==> src/rtl/hack_ctrl_mc.sv <==
// Multi-cycle Hack CPU control unit: FETCH / MRD / EXEC / MWR / HALT over ready-handshaked ROM and RAM.
// Optional feature macro HACK_CTRL_PERF_EN adds retired_cnt and stall_cnt performance counters.
module hack_ctrl_mc #(
  parameter int unsigned DATA_W = 16,
  parameter int unsigned ADDR_W = 15
) (
  input  logic              clk,
  input  logic              rst,
  output logic              fetch_req,
  output logic [ADDR_W-1:0] pc,
  input  logic              instr_valid,
  input  logic [DATA_W-1:0] instruction,
  output logic              mem_req,
  output logic              writeM,
  output logic [ADDR_W-1:0] addressM,
  output logic [DATA_W-1:0] outM,
  input  logic [DATA_W-1:0] inM,
  input  logic              m_ready,
  output logic [DATA_W-1:0] x_alu_in,
  output logic [DATA_W-1:0] y_alu_in,
  output logic [5:0]        alu_op,
  input  logic [DATA_W-1:0] alu_out,
  input  logic              ng,
  input  logic              zr,
  output logic              halted
`ifdef HACK_CTRL_PERF_EN
  ,
  output logic [31:0]       retired_cnt,
  output logic [31:0]       stall_cnt
`endif
);

  typedef enum logic [2:0] {
    S_FETCH = 3'd0,
    S_MRD   = 3'd1,
    S_EXEC  = 3'd2,
    S_MWR   = 3'd3,
    S_HALT  = 3'd4
  } state_e;

  state_e              state_q, state_d;
  logic [DATA_W-1:0]   ir_q, ir_d;
  logic [DATA_W-1:0]   a_q, a_d;
  logic [DATA_W-1:0]   d_q, d_d;
  logic [DATA_W-1:0]   mbuf_q, mbuf_d;
  logic [DATA_W-1:0]   out_q, out_d;
  logic [ADDR_W-1:0]   pc_q, pc_d;
  logic [ADDR_W-1:0]   addr_q, addr_d;
  logic                halt_pend_q, halt_pend_d;

  // IR decode; C-field positions are fixed regardless of DATA_W
  logic              is_c;
  logic              a_bit;
  logic [2:0]        ddd;
  logic [2:0]        jjj;
  logic [ADDR_W-1:0] a_addr;
  logic [ADDR_W-1:0] pc_inc;
  logic              jump_take;
  logic              halt_hit;

  assign is_c      = ir_q[DATA_W-1];
  assign a_bit     = ir_q[12];
  assign ddd       = ir_q[5:3];
  assign jjj       = ir_q[2:0];
  assign a_addr    = a_q[ADDR_W-1:0];
  assign pc_inc    = pc_q + ADDR_W'(1);
  assign jump_take = (jjj[2] & ng) | (jjj[1] & zr) | (jjj[0] & ~ng & ~zr);
  assign halt_hit  = (jjj == 3'b111) && (a_addr == pc_q);

  always_ff @(posedge clk or posedge rst) begin
    if (rst) begin
      state_q     <= S_FETCH;
      ir_q        <= '0;
      a_q         <= '0;
      d_q         <= '0;
      mbuf_q      <= '0;
      out_q       <= '0;
      pc_q        <= '0;
      addr_q      <= '0;
      halt_pend_q <= 1'b0;
    end else begin
      state_q     <= state_d;
      ir_q        <= ir_d;
      a_q         <= a_d;
      d_q         <= d_d;
      mbuf_q      <= mbuf_d;
      out_q       <= out_d;
      pc_q        <= pc_d;
      addr_q      <= addr_d;
      halt_pend_q <= halt_pend_d;
    end
  end

  // Next-state and datapath updates; write address and jump target use A before the EXEC update
  always_comb begin
    state_d     = state_q;
    ir_d        = ir_q;
    a_d         = a_q;
    d_d         = d_q;
    mbuf_d      = mbuf_q;
    out_d       = out_q;
    pc_d        = pc_q;
    addr_d      = addr_q;
    halt_pend_d = halt_pend_q;
    unique case (state_q)
      S_FETCH: begin
        if (instr_valid) begin
          ir_d = instruction;
          if (instruction[DATA_W-1] && instruction[12]) begin
            addr_d  = a_addr;
            state_d = S_MRD;
          end else begin
            state_d = S_EXEC;
          end
        end
      end
      S_MRD: begin
        if (m_ready) begin
          mbuf_d  = inM;
          state_d = S_EXEC;
        end
      end
      S_EXEC: begin
        state_d = S_FETCH;
        if (!is_c) begin
          a_d  = ir_q;
          pc_d = pc_inc;
        end else begin
          if (ddd[2]) a_d = alu_out;
          if (ddd[1]) d_d = alu_out;
          pc_d = jump_take ? a_addr : pc_inc;
          if (ddd[0]) begin
            out_d       = alu_out;
            addr_d      = a_addr;
            halt_pend_d = halt_hit;
            state_d     = S_MWR;
          end else if (halt_hit) begin
            state_d = S_HALT;
          end
        end
      end
      S_MWR: begin
        if (m_ready) begin
          halt_pend_d = 1'b0;
          state_d     = halt_pend_q ? S_HALT : S_FETCH;
        end
      end
      S_HALT: begin
        state_d = S_HALT;
      end
      default: begin
        state_d = S_FETCH;
      end
    endcase
  end

  assign fetch_req = (state_q == S_FETCH) && !rst;
  assign mem_req   = (state_q == S_MRD) || (state_q == S_MWR);
  assign writeM    = (state_q == S_MWR);
  assign halted    = (state_q == S_HALT);
  assign pc        = pc_q;
  assign addressM  = addr_q;
  assign outM      = out_q;
  assign x_alu_in  = d_q;
  assign y_alu_in  = a_bit ? mbuf_q : a_q;
  assign alu_op    = ir_q[11:6];

`ifdef HACK_CTRL_PERF_EN
  logic [31:0] retired_q;
  logic [31:0] stall_q;

  // Retire on the last state of each instruction; stall on every unanswered handshake cycle
  always_ff @(posedge clk or posedge rst) begin
    if (rst) begin
      retired_q <= '0;
      stall_q   <= '0;
    end else begin
      if (((state_q == S_EXEC) && (state_d != S_MWR)) || ((state_q == S_MWR) && m_ready))
        retired_q <= retired_q + 32'd1;
      if (((state_q == S_FETCH) && !instr_valid) ||
          (((state_q == S_MRD) || (state_q == S_MWR)) && !m_ready))
        stall_q <= stall_q + 32'd1;
    end
  end

  assign retired_cnt = retired_q;
  assign stall_cnt   = stall_q;
`endif

endmodule

==> config.mk <==
export PLATFORM = sky130hd
export DESIGN_NAME = hack_ctrl_mc
export DESIGN_NICKNAME = d
export VERILOG_FILES = /design/src/rtl/hack_ctrl_mc.sv
export SDC_FILE = /design/constraint.sdc
export NUM_CORES = 1
export LEC_CHECK = 0
export ABC_AREA = 1
export CORE_MARGIN = 2
export CORE_UTILIZATION = 53
export CTS_BUF_LIST = sky130_fd_sc_hd__clkbuf_16
export CTS_CLUSTER_DIAMETER = 30
export DETAILED_ROUTE_END_ITERATION = 7
export GPL_ROUTABILITY_DRIVEN = 0
export HOLD_SLACK_MARGIN = 0.06
export PLACE_DENSITY = 0.93
export SLEW_MARGIN = 10
export SYNTH_ARGS = -nofsm -noshare
export SYNTH_HDL_FRONTEND = slang
export SYNTH_SLANG_ARGS = --single-unit
==> constraint.sdc <==
create_clock -name clk -period 9.1 [get_ports clk]
set_clock_uncertainty 0.2 [all_clocks]
set_input_delay 1.82 -clock clk [delete_from_list [all_inputs] [get_ports clk]]
set_output_delay 1.82 -clock clk [all_outputs]
set_load 0.02 [all_outputs]
After elaboration in Yosys (flattened, before gate mapping)
Index checks and enable logic that the tools add are counted.
{"block": "totals", "ff_bits": 114, "output_inout_bits": 88, "word_cells": 70}
{"block": "classes", "n_addsub": 1, "n_eq_ne": 13, "mux": 23, "bitwise_logic": 8, "n_reduce_logical": 16}
{"op": "$mux 15", "n": 6}
{"op": "$mux 16", "n": 3}
{"op": "$pmux 15 s2", "n": 1}
{"op": "$mux 3", "n": 7}
{"op": "$add 15x1->15 const B", "n": 1}
{"op": "$eq 15x15->1", "n": 1}
{"op": "$pmux 3 s5", "n": 1}
{"op": "$ne 2x2->1 const B", "n": 6}
{"op": "$reduce_and 3->1", "n": 3}
{"op": "$eq 3x2->1 const B", "n": 2}
{"op": "$eq 3x3->1 const B", "n": 2}
{"op": "$reduce_and 2->1", "n": 3}
{"op": "$reduce_and 5->1", "n": 1}
{"op": "$and 1x1->1", "n": 4}
{"op": "$reduce_and 4->1", "n": 1}
{"op": "$reduce_bool 2->1", "n": 2}
{"op": "$eq 3x1->1 const B", "n": 1}
{"op": "$logic_and 1x1->1", "n": 3}
{"op": "$logic_not 3->1", "n": 1}
{"op": "$mux 1", "n": 3}
{"op": "$mux 2", "n": 1}
{"op": "$ne 2x1->1 const B", "n": 1}
{"op": "$not 1->1", "n": 2}
{"op": "$or 1x1->1", "n": 2}
{"op": "3 further kinds", "n": 3}

Logic depth before layout (Yosys ltp)
Gate-level depths: netlist of the first run.
{"block": "depth", "ltp_word": 6, "mapped_depth": 9, "depth_no_buf": 8}

Worst setup path after synthesis of the first run
OpenSTA, ideal clock, no wires.
{"block": "synth_timing", "path_type": "in2out", "from": "input port rst", "to": "output port fetch_req", "arrival_ps": 2113, "slack_ps": 4967, "cell_stages": 1, "path_buffers": 0, "path_cell_list": "nor2_1"}
{"block": "synth_via", "elab_chain_cells": 2}
{"element": "from (decl)", "line_no": "8", "source": "input logic rst,"}
{"element": "$logic_not 1->1", "line_no": "157", "source": "assign fetch_req = (state_q == S_FETCH) && !rst;"}
{"element": "$logic_and 1x1->1", "line_no": "157"}
{"element": "to (decl)", "line_no": "9", "source": "output logic fetch_req,"}
Every way passes these cells.

Worst setup path in the final report of the first run
Same ends and word-level chain as after synthesis.

==> results.json, run 1 <==
{
  "drt_iter0_drc": 674,
  "ys_types": 32,
  "clock-root-buffer": "clkbuf_16",
  "clk_pin_slew_ns": 0.05,
  "cts_tree": "done",
  "slew_headroom_pct": 24.1,
  "cp_slowest_stage_delay_ns": 0.61,
  "cpMostUsedCell": "clkdlybuf4s50_1",
  "mappedNetlistNets": 689,
  "end_kind": "primary output",
  "grt_pass1_vias": 5499,
  "num-fill-cells": 640,
  "cts_resized": 0,
  "drive_gt1_share_pct": 10.3,
  "critPathMaxFanout": 2,
  "place_inst": 880,
  "synth_seq_area_share_pct": 52.1,
  "postSynthCellCount": 634,
  "via_count": 5362,
  "dp_hpwl_um": 10900,
  "placed_cell_area_mm2": 0.00689,
  "drv_slew": 0,
  "cp_slowest_cell": "clkdlybuf4s50_1",
  "status": "complete, but fails checks",
  "worstPathArrival_ns": 3.01,
  "post_drt_wl_per_cell_um": 19.8,
  "violations": "design-rule violations",
  "post-place-ws_ns": 4.07,
  "synth-seq-cells": 114,
  "grt-ovfl-total": 0,
  "critical_path_class": "in -> out",
  "cts_inserted_buffers": 17,
  "grt_max_degree": 60,
  "required_ns": 7.08,
  "viasPerCell": 5.88,
  "cts_sinks": 114,
  "core.rowCount": 37,
  "antenna_left": 0,
  "port_buffers": 141,
  "fp.dieW_um": 106,
  "wirelength_um": 18000,
  "syn2layout_area_growth_pct": 37.0,
  "switching_share_pct": 44.3,
  "postSynthAreaPerCell_um2": 8.63,
  "clk_latency_ns": 0.42,
  "insertedDiodeCount": 0,
  "ctsHtreeMaxLevel": 4,
  "fin_setup_tns_ns": 0,
  "worst_pin_slew_ns": 1.14,
  "fin_ws_ns": 4.07,
  "nets": 818,
  "syn-cell-area_mm2": 0.00547,
  "die_h_um": 106,
  "timing.hold.ws_ns": 0.280,
  "crit_buf_inv": 2,
  "period_needed_ns": 5.03,
  "pwr-share-clk_pct": 20.5,
  "grt_use_total_pct": 33.8,
  "drv_cap": 0,
  "holdBufCountCts": 0,
  "ir_drop_uv": 248,
  "p_seq_share_pct": 29.5,
  "grt_pass1_wl_um": 28700,
  "finalHoldViolCount": 0,
  "cts_setup_buffers": 0,
  "p_int_mw": 1.87,
  "die-area_mm2": 0.0112,
  "cp_cell_sequence": "clkdlybuf4s50_1 -> nor2_1 -> clkdlybuf4s50_1",
  "max_freq_ghz": 0.199,
  "hold_path_class": "reg -> reg",
  "p_leak_nw": 3.49,
  "cp-start-kind": "input port",
  "drc": 10,
  "period_share_pct": 55.3,
  "ys_warn_count": 0,
  "ios": 142,
  "final-setup-viol-count": 0,
  "crit_family": "buffers and inverters",
  "combPwrFrac_pct": 50.0,
  "fp.coreArea_mm2": 0.0102,
  "final_area_mm2": 0.00749,
  "stdcell_count": 912,
  "p_total_mw": 3.35,
  "rsz0062_at_grt": "no",
  "clockBufferDepth": 2,
  "start_util_pct": 53.7,
  "switchingPower_mw": 1.49,
  "final_util_pct": 73.6,
  "antenna_found_initial": 0,
  "firstDrtPassIters": 8,
  "power_density_mw_per_mm2": 448
}
## sequential cells by signal (all words and copies together) (netlist names)
register     flops
ir_q            16
a_q             16
x_alu_in        16
halt_pend_q      1
state_q          3
mbuf_q          16
outM            16
addressM        15
pc              15
## power groups by stage
stage                     clock network, mW  registers [mW]  logic [mW]
final                                 0.688           0.988        1.68
after floorplan                           0            1.07       0.845
after global routing                  0.711            1.01        1.78
after CTS                             0.687           0.976        1.64
after detailed placement                  0           0.967        1.58
after global placement                    0           0.948        1.52
## worst reg2reg max path: stages (launching register included)
cell and delay [ns]:
dfrtp_1 0.38, inv_1 0.13, nand3_2 0.35, inv_2 0.50
nand3_1 0.92, o21ai_0 0.58
## cell usage in the layout (no fill, tap or decap), drive strengths merged
cell type	Yosys	routed
clkdlybuf4s50	0	141
o21ai	90	90
buf	22	2
nor3b	1	1
xor2	4	4
a21oi	8	8
ha	1	1
clkinv	0	9
nor3	5	5
nand3	38	38
nand2	189	189
mux2	28	28
inv	66	67
xnor2	1	1
o22ai	4	4
or2	1	1
o211ai	17	17
clkbuf	11	17
clkinvlp	0	1
dfrtp	114	114
bufinv	0	4
nand4	6	6
nor2	28	28
## routing by layer
| metal | GRT usage [%] | share of wire (%) |
|---|---|---|
| met1 | 38.6 | 34 |
| met2 | 56.1 | 50 |
| met3 | 9.03 | 9.5 |
| met4 | 21.4 | 6.8 |
| met5 | 0 | 0 |
## cells by family after synthesis
group | share of synthesized area (%)
AO/OA/AOI/OAI | 12.8
XOR/XNOR | 0.800
adder cells (fa/ha/maj) | 0.229
buffers and inverters | 7.93
flip-flops | 52.1
multiplexers | 5.76
AND/OR/NAND/NOR | 20.3
## Yosys cell counts
cell type | n | area share [%]
clkbuf_1 | 11 | 0.75
xor2_1 | 4 | 0.64
inv_2 | 2 | 0.14
buf_6 | 3 | 0.62
mux2_2 | 27 | 5.6
nand3_4 | 1 | 0.32
a21oi_2 | 1 | 0.16
buf_4 | 7 | 0.96
mux2_1 | 1 | 0.21
o21ai_0 | 73 | 6.7
nand4_1 | 6 | 0.69
o211ai_4 | 1 | 0.39
inv_1 | 64 | 4.4
nand2_1 | 186 | 13
xnor2_1 | 1 | 0.16
nand3_1 | 36 | 3.3
o21ai_1 | 6 | 0.55
o211ai_1 | 16 | 2.2
nand2_2 | 3 | 0.34
buf_1 | 1 | 0.069
or2_1 | 1 | 0.11
dfrtp_1 | 114 | 52
nor3_1 | 4 | 0.37
nor2_1 | 28 | 1.9
nor3b_1 | 1 | 0.14
a21oi_1 | 7 | 0.64
o21ai_2 | 11 | 1.8
nand3_2 | 1 | 0.18
nor3_2 | 1 | 0.18
ha_1 | 1 | 0.23
buf_2 | 11 | 1.0
o22ai_1 | 4 | 0.46
## path summary, 6_finish.rpt
check	from	to	slack [ns]	depth (start not counted)
worst max-delay path	rst	fetch_req	4.07	3
worst min-delay path	x_alu_in[0]$_DFFE_PP0P_	x_alu_in[0]$_DFFE_PP0P_	0.28	2
worst max register to register	state_q[0]$_DFFE_PP0P_	x_alu_in[15]$_DFFE_PP0P_	5.92	5
worst min register to register	x_alu_in[0]$_DFFE_PP0P_	x_alu_in[0]$_DFFE_PP0P_	0.28	2
max in group asynchronous	rst	pc[12]$_DFFE_PP0P_	5.79	3
min in group asynchronous	rst	ir_q[3]$_DFFE_PP0P_	1.68	2
## area by class of cell
| type | instances | area, um^2 | area share, % |
|---|---|---|---|
| timing repair buffer | 143 | 1430 | 19.0 |
| sequential | 114 | 2850 | 38.1 |
| multi-input combinational | 421 | 2200 | 29.3 |
| clock inverter | 15 | 173 | 2.30 |
| inverter | 66 | 250 | 3.34 |
| clock buffer | 17 | 425 | 5.68 |
| tap | 136 | 170 | 2.27 |
Note: power is estimated with default switching activity, not from simulation.
==> inputs of run 2 (changes only) <==
Settings changed: CORE_UTILIZATION 53 to 44, PLACE_DENSITY 0.93 to 0.83.
Clock period 9.1 ns to 4.2 ns, I/O delays scaled along.
==> run 2 against run 1 <==
Compared with the run above: the flow now finishes without violations; utilization fell by 11 points; highest routed layer unchanged; global-route usage fell by 11 points; die area rose by 20%; hold slack improved by 0.0019 ns; critical path depth did not move; clock-buffer cell count did not move; combinational power rose by 100%; cell area barely moved; via count fell by 9.8%; clock power rose by 89%.
==> results.json, run 2 (same netlist as run 1, synthesis figures left out) <==
{
  "final_cell_mix": "nand2_1 (186), clkdlybuf4s50_1 (141), dfrtp_1 (114), o21ai_0 (73), inv_1 (67)",
  "status": "completed",
  "multi_input_area_mm2": 0.00219,
  "num-fill-cells": 990,
  "worst_pin_slew_ns": 1.07,
  "antenna_left": 0,
  "fp.dieW_um": 116,
  "ctsHtreeMaxLevel": 4,
  "cts_sinks": 114,
  "regArea_mm2": 0.00285,
  "worstPathArrival_ns": 2.41,
  "wirelength_um": 14600,
  "grt_use_total_pct": 23.0,
  "die_h_um": 116,
  "insertedDiodeCount": 0,
  "clockBufferDepth": 2,
  "port_buffers": 141,
  "syn2layout_area_growth_pct": 36.9,
  "clk_latency_ns": 0.41,
  "max_freq_ghz": 0.289,
  "drt_iter0_drc": 272,
  "grt-ovfl-total": 0,
  "grt_max_degree": 55,
  "post_drt_wl_per_cell_um": 15.5,
  "ir_drop_uv": 402,
  "antenna_found_initial": 0,
  "timing.rr.start": "state_q[0]$_DFFE_PP0P_",
  "final_util_pct": 62.1,
  "critPathMaxFanout": 34,
  "grt_pass1_wl_um": 23500,
  "cp-start-kind": "flop",
  "layout_commonest_cell": "nand2_1",
  "period_needed_ns": 3.45,
  "worst_r2r_endpoint": "addressM[11]$_DFFE_PP0P_",
  "fp.coreArea_mm2": 0.0121,
  "drive_gt1_share_pct": 9.65,
  "cts_setup_buffers": 0,
  "clock-root-buffer": "clkbuf_16",
  "drc": 0,
  "clk_pin_slew_ns": 0.05,
  "power_density_mw_per_mm2": 909,
  "slew_headroom_pct": 28.4,
  "r2r_slack_ns": 1.27,
  "r2r_cells": 8,
  "drv_cap": 0,
  "cp-startpoint": "ir_q[12]$_DFFE_PP0P_",
  "end_kind": "primary output",
  "cts_resized": 0,
  "holdBufCountCts": 0,
  "via_count": 4838,
  "final-setup-viol-count": 0,
  "critical_path_class": "reg -> out",
  "ios": 142,
  "period_share_pct": 82.3,
  "grt_pass1_vias": 4738,
  "firstDrtPassIters": 5,
  "fin_setup_tns_ns": 0,
  "p_leak_nw": 3.48,
  "cp-endpoint": "y_alu_in[7]",
  "required_ns": 3.16,
  "cts_inserted_buffers": 17,
  "cts_tree": "done",
  "drv_slew": 0,
  "start_util_pct": 45.4,
  "rsz0062_at_grt": "no",
  "fin_ws_ns": 0.745,
  "die-area_mm2": 0.0133,
  "dp_hpwl_um": 10300,
  "core.rowCount": 40,
  "nets": 820,
  "viasPerCell": 5.12,
  "hold_path_class": "reg -> reg",
  "finalHoldViolCount": 0,
  "post-place-ws_ns": 1.14
}
==> run 2: worst min path at each step <==
stage,from,end,slack (ns),depth (start not counted)
floorplan,halt_pend_q$_DFFE_PP0P_,halt_pend_q$_DFFE_PP0P_,0.25,2
global placement,x_alu_in[13]$_DFFE_PP0P_,x_alu_in[13]$_DFFE_PP0P_,0.27,2
detailed placement,x_alu_in[6]$_DFFE_PP0P_,x_alu_in[6]$_DFFE_PP0P_,0.27,2
CTS,x_alu_in[6]$_DFFE_PP0P_,x_alu_in[6]$_DFFE_PP0P_,0.29,2
global route,mbuf_q[4]$_DFFE_PP0P_,mbuf_q[4]$_DFFE_PP0P_,0.30,1
finish,x_alu_in[6]$_DFFE_PP0P_,x_alu_in[6]$_DFFE_PP0P_,0.28,2
==> run 2: cell type report <==
type | instances | area share, %
Tap cell | 168 | 2.81
Timing Repair Buffer | 145 | 19.4
Inverter | 66 | 3.34
Clock buffer | 17 | 5.68
Clock inverter | 14 | 1.44
Multi-Input combinational cell | 421 | 29.2
Sequential cell | 114 | 38.1
==> run 2: power by group <==
| part | leakage, nW | internal [mW] | switching, mW | total (mW) |
|---|---|---|---|---|
| registers | 1.39 | 1.65 | 0.440 | 2.09 |
| clock network | 0.276 | 0.842 | 0.460 | 1.30 |
| logic | 1.82 | 1.43 | 1.98 | 3.41 |
| total | 3.48 | 3.92 | 2.88 | 6.81 |
==> run 2: worst max-delay path: stages, from the launching register on <==
cell and delay [ns]:
dfrtp_1 1.00, nand2_1 0.15, o21ai_0 0.18, clkdlybuf4s50_1 0.66
==> run 2: through the flow <==
| stage | std cells | hold WS [ns] | total power, mW | cell area (um^2) |
|---|---|---|---|---|
| after floorplan | 634 | 0.253 | 4.16 | 5470 |
| after global placement | 914 | 0.265 | 5.39 | 6960 |
| after detailed placement | 914 | 0.273 | 5.47 | 6960 |
| after CTS | 945 | 0.285 | 6.81 | 7490 |
| after global routing | 945 | 0.303 | 7.27 | 7490 |
| final | 945 | 0.282 | 6.81 | 7490 |
==> run 2: routing by layer <==
metal / global-route usage, % / wire length [um] / vias up / part of all wire, %
met3: 6.43 / 880 / 32 / 6.0
met1: 28.1 / 5910 / 2308 / 40
met5: 0 / 0 / - / 0
met2: 38.2 / 7370 / 167 / 50
met4: 10.0 / 475 / 0 / 3.2
li1: - / - / 2331 / -
==> inputs of run 3 (changes only) <==
Settings changed: CORE_UTILIZATION 44 to 49, PLACE_DENSITY 0.83 to 0.87.
Clock period 4.2 ns to 3.5 ns, I/O delays scaled along.
==> run 3 against run 2 <==
Compared with the run above: final cell count shrank 2.8%; global-route usage grew 4.9 points; routed wire length grew 7.7%; sequential power grew 21%; sequential share of layout area grew 0.12 points; sequential cell count is the same; total power grew 22%; clock power grew 20%; clock-buffer cell count is the same; critical path type unchanged; critical endpoint is now y_alu_in[8].
==> results.json, run 3 (same netlist as run 1, synthesis figures left out) <==
{
  "port_buffers": 141,
  "p_leak_nw": 3.48,
  "period_share_pct": 93.4,
  "final-setup-viol-count": 0,
  "fp.dieW_um": 110,
  "drv_slew": 0,
  "grt-ovfl-total": 0,
  "critical_path_class": "reg -> out",
  "ctsHtreeMaxLevel": 4,
  "p_total_mw": 8.29,
  "slew_headroom_pct": 36.9,
  "cts_sinks": 114,
  "die-area_mm2": 0.0120,
  "ir_drop_uv": 644,
  "ios": 142,
  "stdcell_count": 919,
  "clockBufferDepth": 2,
  "drive_gt1_share_pct": 9.63,
  "pwr-share-clk_pct": 18.9,
  "place_inst": 887,
  "grt_pass1_wl_um": 25300,
  "final_cell_mix": "nand2_1 (186), clkdlybuf4s50_1 (141), dfrtp_1 (114), o21ai_0 (73), inv_1 (68)",
  "nets": 821,
  "period_needed_ns": 3.27,
  "cp-start-kind": "flop",
  "fp.coreArea_mm2": 0.0109,
  "critPathMaxFanout": 34,
  "core.rowCount": 38,
  "antenna_found_initial": 0,
  "firstDrtPassIters": 7,
  "antenna_left": 0,
  "p_seq_share_pct": 30.6,
  "viasPerCell": 5.45,
  "clock-root-buffer": "clkbuf_16",
  "cts_setup_buffers": 0,
  "dp_hpwl_um": 10800,
  "p_int_mw": 4.72,
  "end_kind": "primary output",
  "holdBufCountCts": 0,
  "power_density_mw_per_mm2": 1110,
  "required_ns": 2.60,
  "wirelength_um": 15800,
  "drc": 0,
  "worst_pin_slew_ns": 0.947,
  "syn2layout_area_growth_pct": 36.4,
  "combPwrFrac_pct": 50.6,
  "grt_max_degree": 115,
  "max_freq_ghz": 0.306,
  "hold_path_class": "reg -> reg",
  "die_h_um": 110,
  "clk_latency_ns": 0.41,
  "via_count": 5012,
  "drv_cap": 0,
  "insertedDiodeCount": 0,
  "rsz0062_at_grt": "no",
  "switching_share_pct": 43.1,
  "status": "completed",
  "switchingPower_mw": 3.57,
  "cts_tree": "done",
  "cts_resized": 0,
  "grt_use_total_pct": 27.9,
  "layout_commonest_cell": "nand2_1",
  "cts_inserted_buffers": 17,
  "post_drt_wl_per_cell_um": 17.2,
  "finalHoldViolCount": 0,
  "start_util_pct": 50.3,
  "clk_pin_slew_ns": 0.05,
  "drt_iter0_drc": 539,
  "fin_setup_tns_ns": 0,
  "worstPathArrival_ns": 2.37,
  "grt_pass1_vias": 5193
}
run 3: metrics by stage:
stage | util (%) | worst slack [ns] | hold slack (ns) | instance area, um^2
floorplan | - | 1.21 | 0.253 | 5480
global placement | 63.6 | 0.709 | 0.266 | 6930
detailed placement | 63.6 | 0.720 | 0.270 | 6930
CTS | 68.6 | 0.281 | 0.282 | 7460
global route | 68.6 | 0.170 | 0.304 | 7460
finish | 68.6 | 0.229 | 0.279 | 7460
run 3: layer usage:
metal  GRT usage [%]  vias up  share of wire, %
met5               0        -                 0
met4            13.4        0               4.3
met3            7.65       71               7.4
met2            46.5      265                51
met1            33.3     2351                37
li1                -     2325                 -
run 3: final cells by class:
| type | instances | area (um^2) |
|---|---|---|
| fill | 767 | 3420 |
| sequential | 114 | 2850 |
| multi-input combinational | 421 | 2190 |
| timing repair buffer | 146 | 1460 |
| clock buffer | 17 | 425 |
| inverter | 66 | 251 |
| tap | 140 | 175 |
| clock inverter | 15 | 110 |
run 3: path summary, 6_finish.rpt:
kind	from	endpoint	slack (ns)	depth (start not counted)
max in group asynchronous	rst	x_alu_in[7]$_DFFE_PP0P_	2.01	3
setup reg to reg	state_q[2]$_DFFE_PP0P_	addressM[5]$_DFFE_PP0P_	0.89	8
hold reg to reg	addressM[0]$_DFFE_PP0P_	addressM[0]$_DFFE_PP0P_	0.28	2
setup / recovery	ir_q[12]$_DFFE_PP0P_	y_alu_in[8]	0.23	3
hold / removal	addressM[0]$_DFFE_PP0P_	addressM[0]$_DFFE_PP0P_	0.28	2
min in group asynchronous	rst	ir_q[5]$_DFFE_PP0P_	0.64	3
run 3: critical path, stage by stage, from the launching register on:
cell             delay (ns)
dfrtp_1                0.96
nand2_1                0.15
o21ai_0                0.17
clkdlybuf4s50_1        0.67
run 3: power by group through the flow:
stage               registers [mW]  logic [mW]  clock network [mW]
finish                        2.53        4.19                1.56
global route                  2.61        4.53                1.64
CTS                           2.51        4.16                1.58
detailed placement            2.51        4.11                   0
global placement              2.47        3.97                   0
floorplan                     2.79        2.20                   0
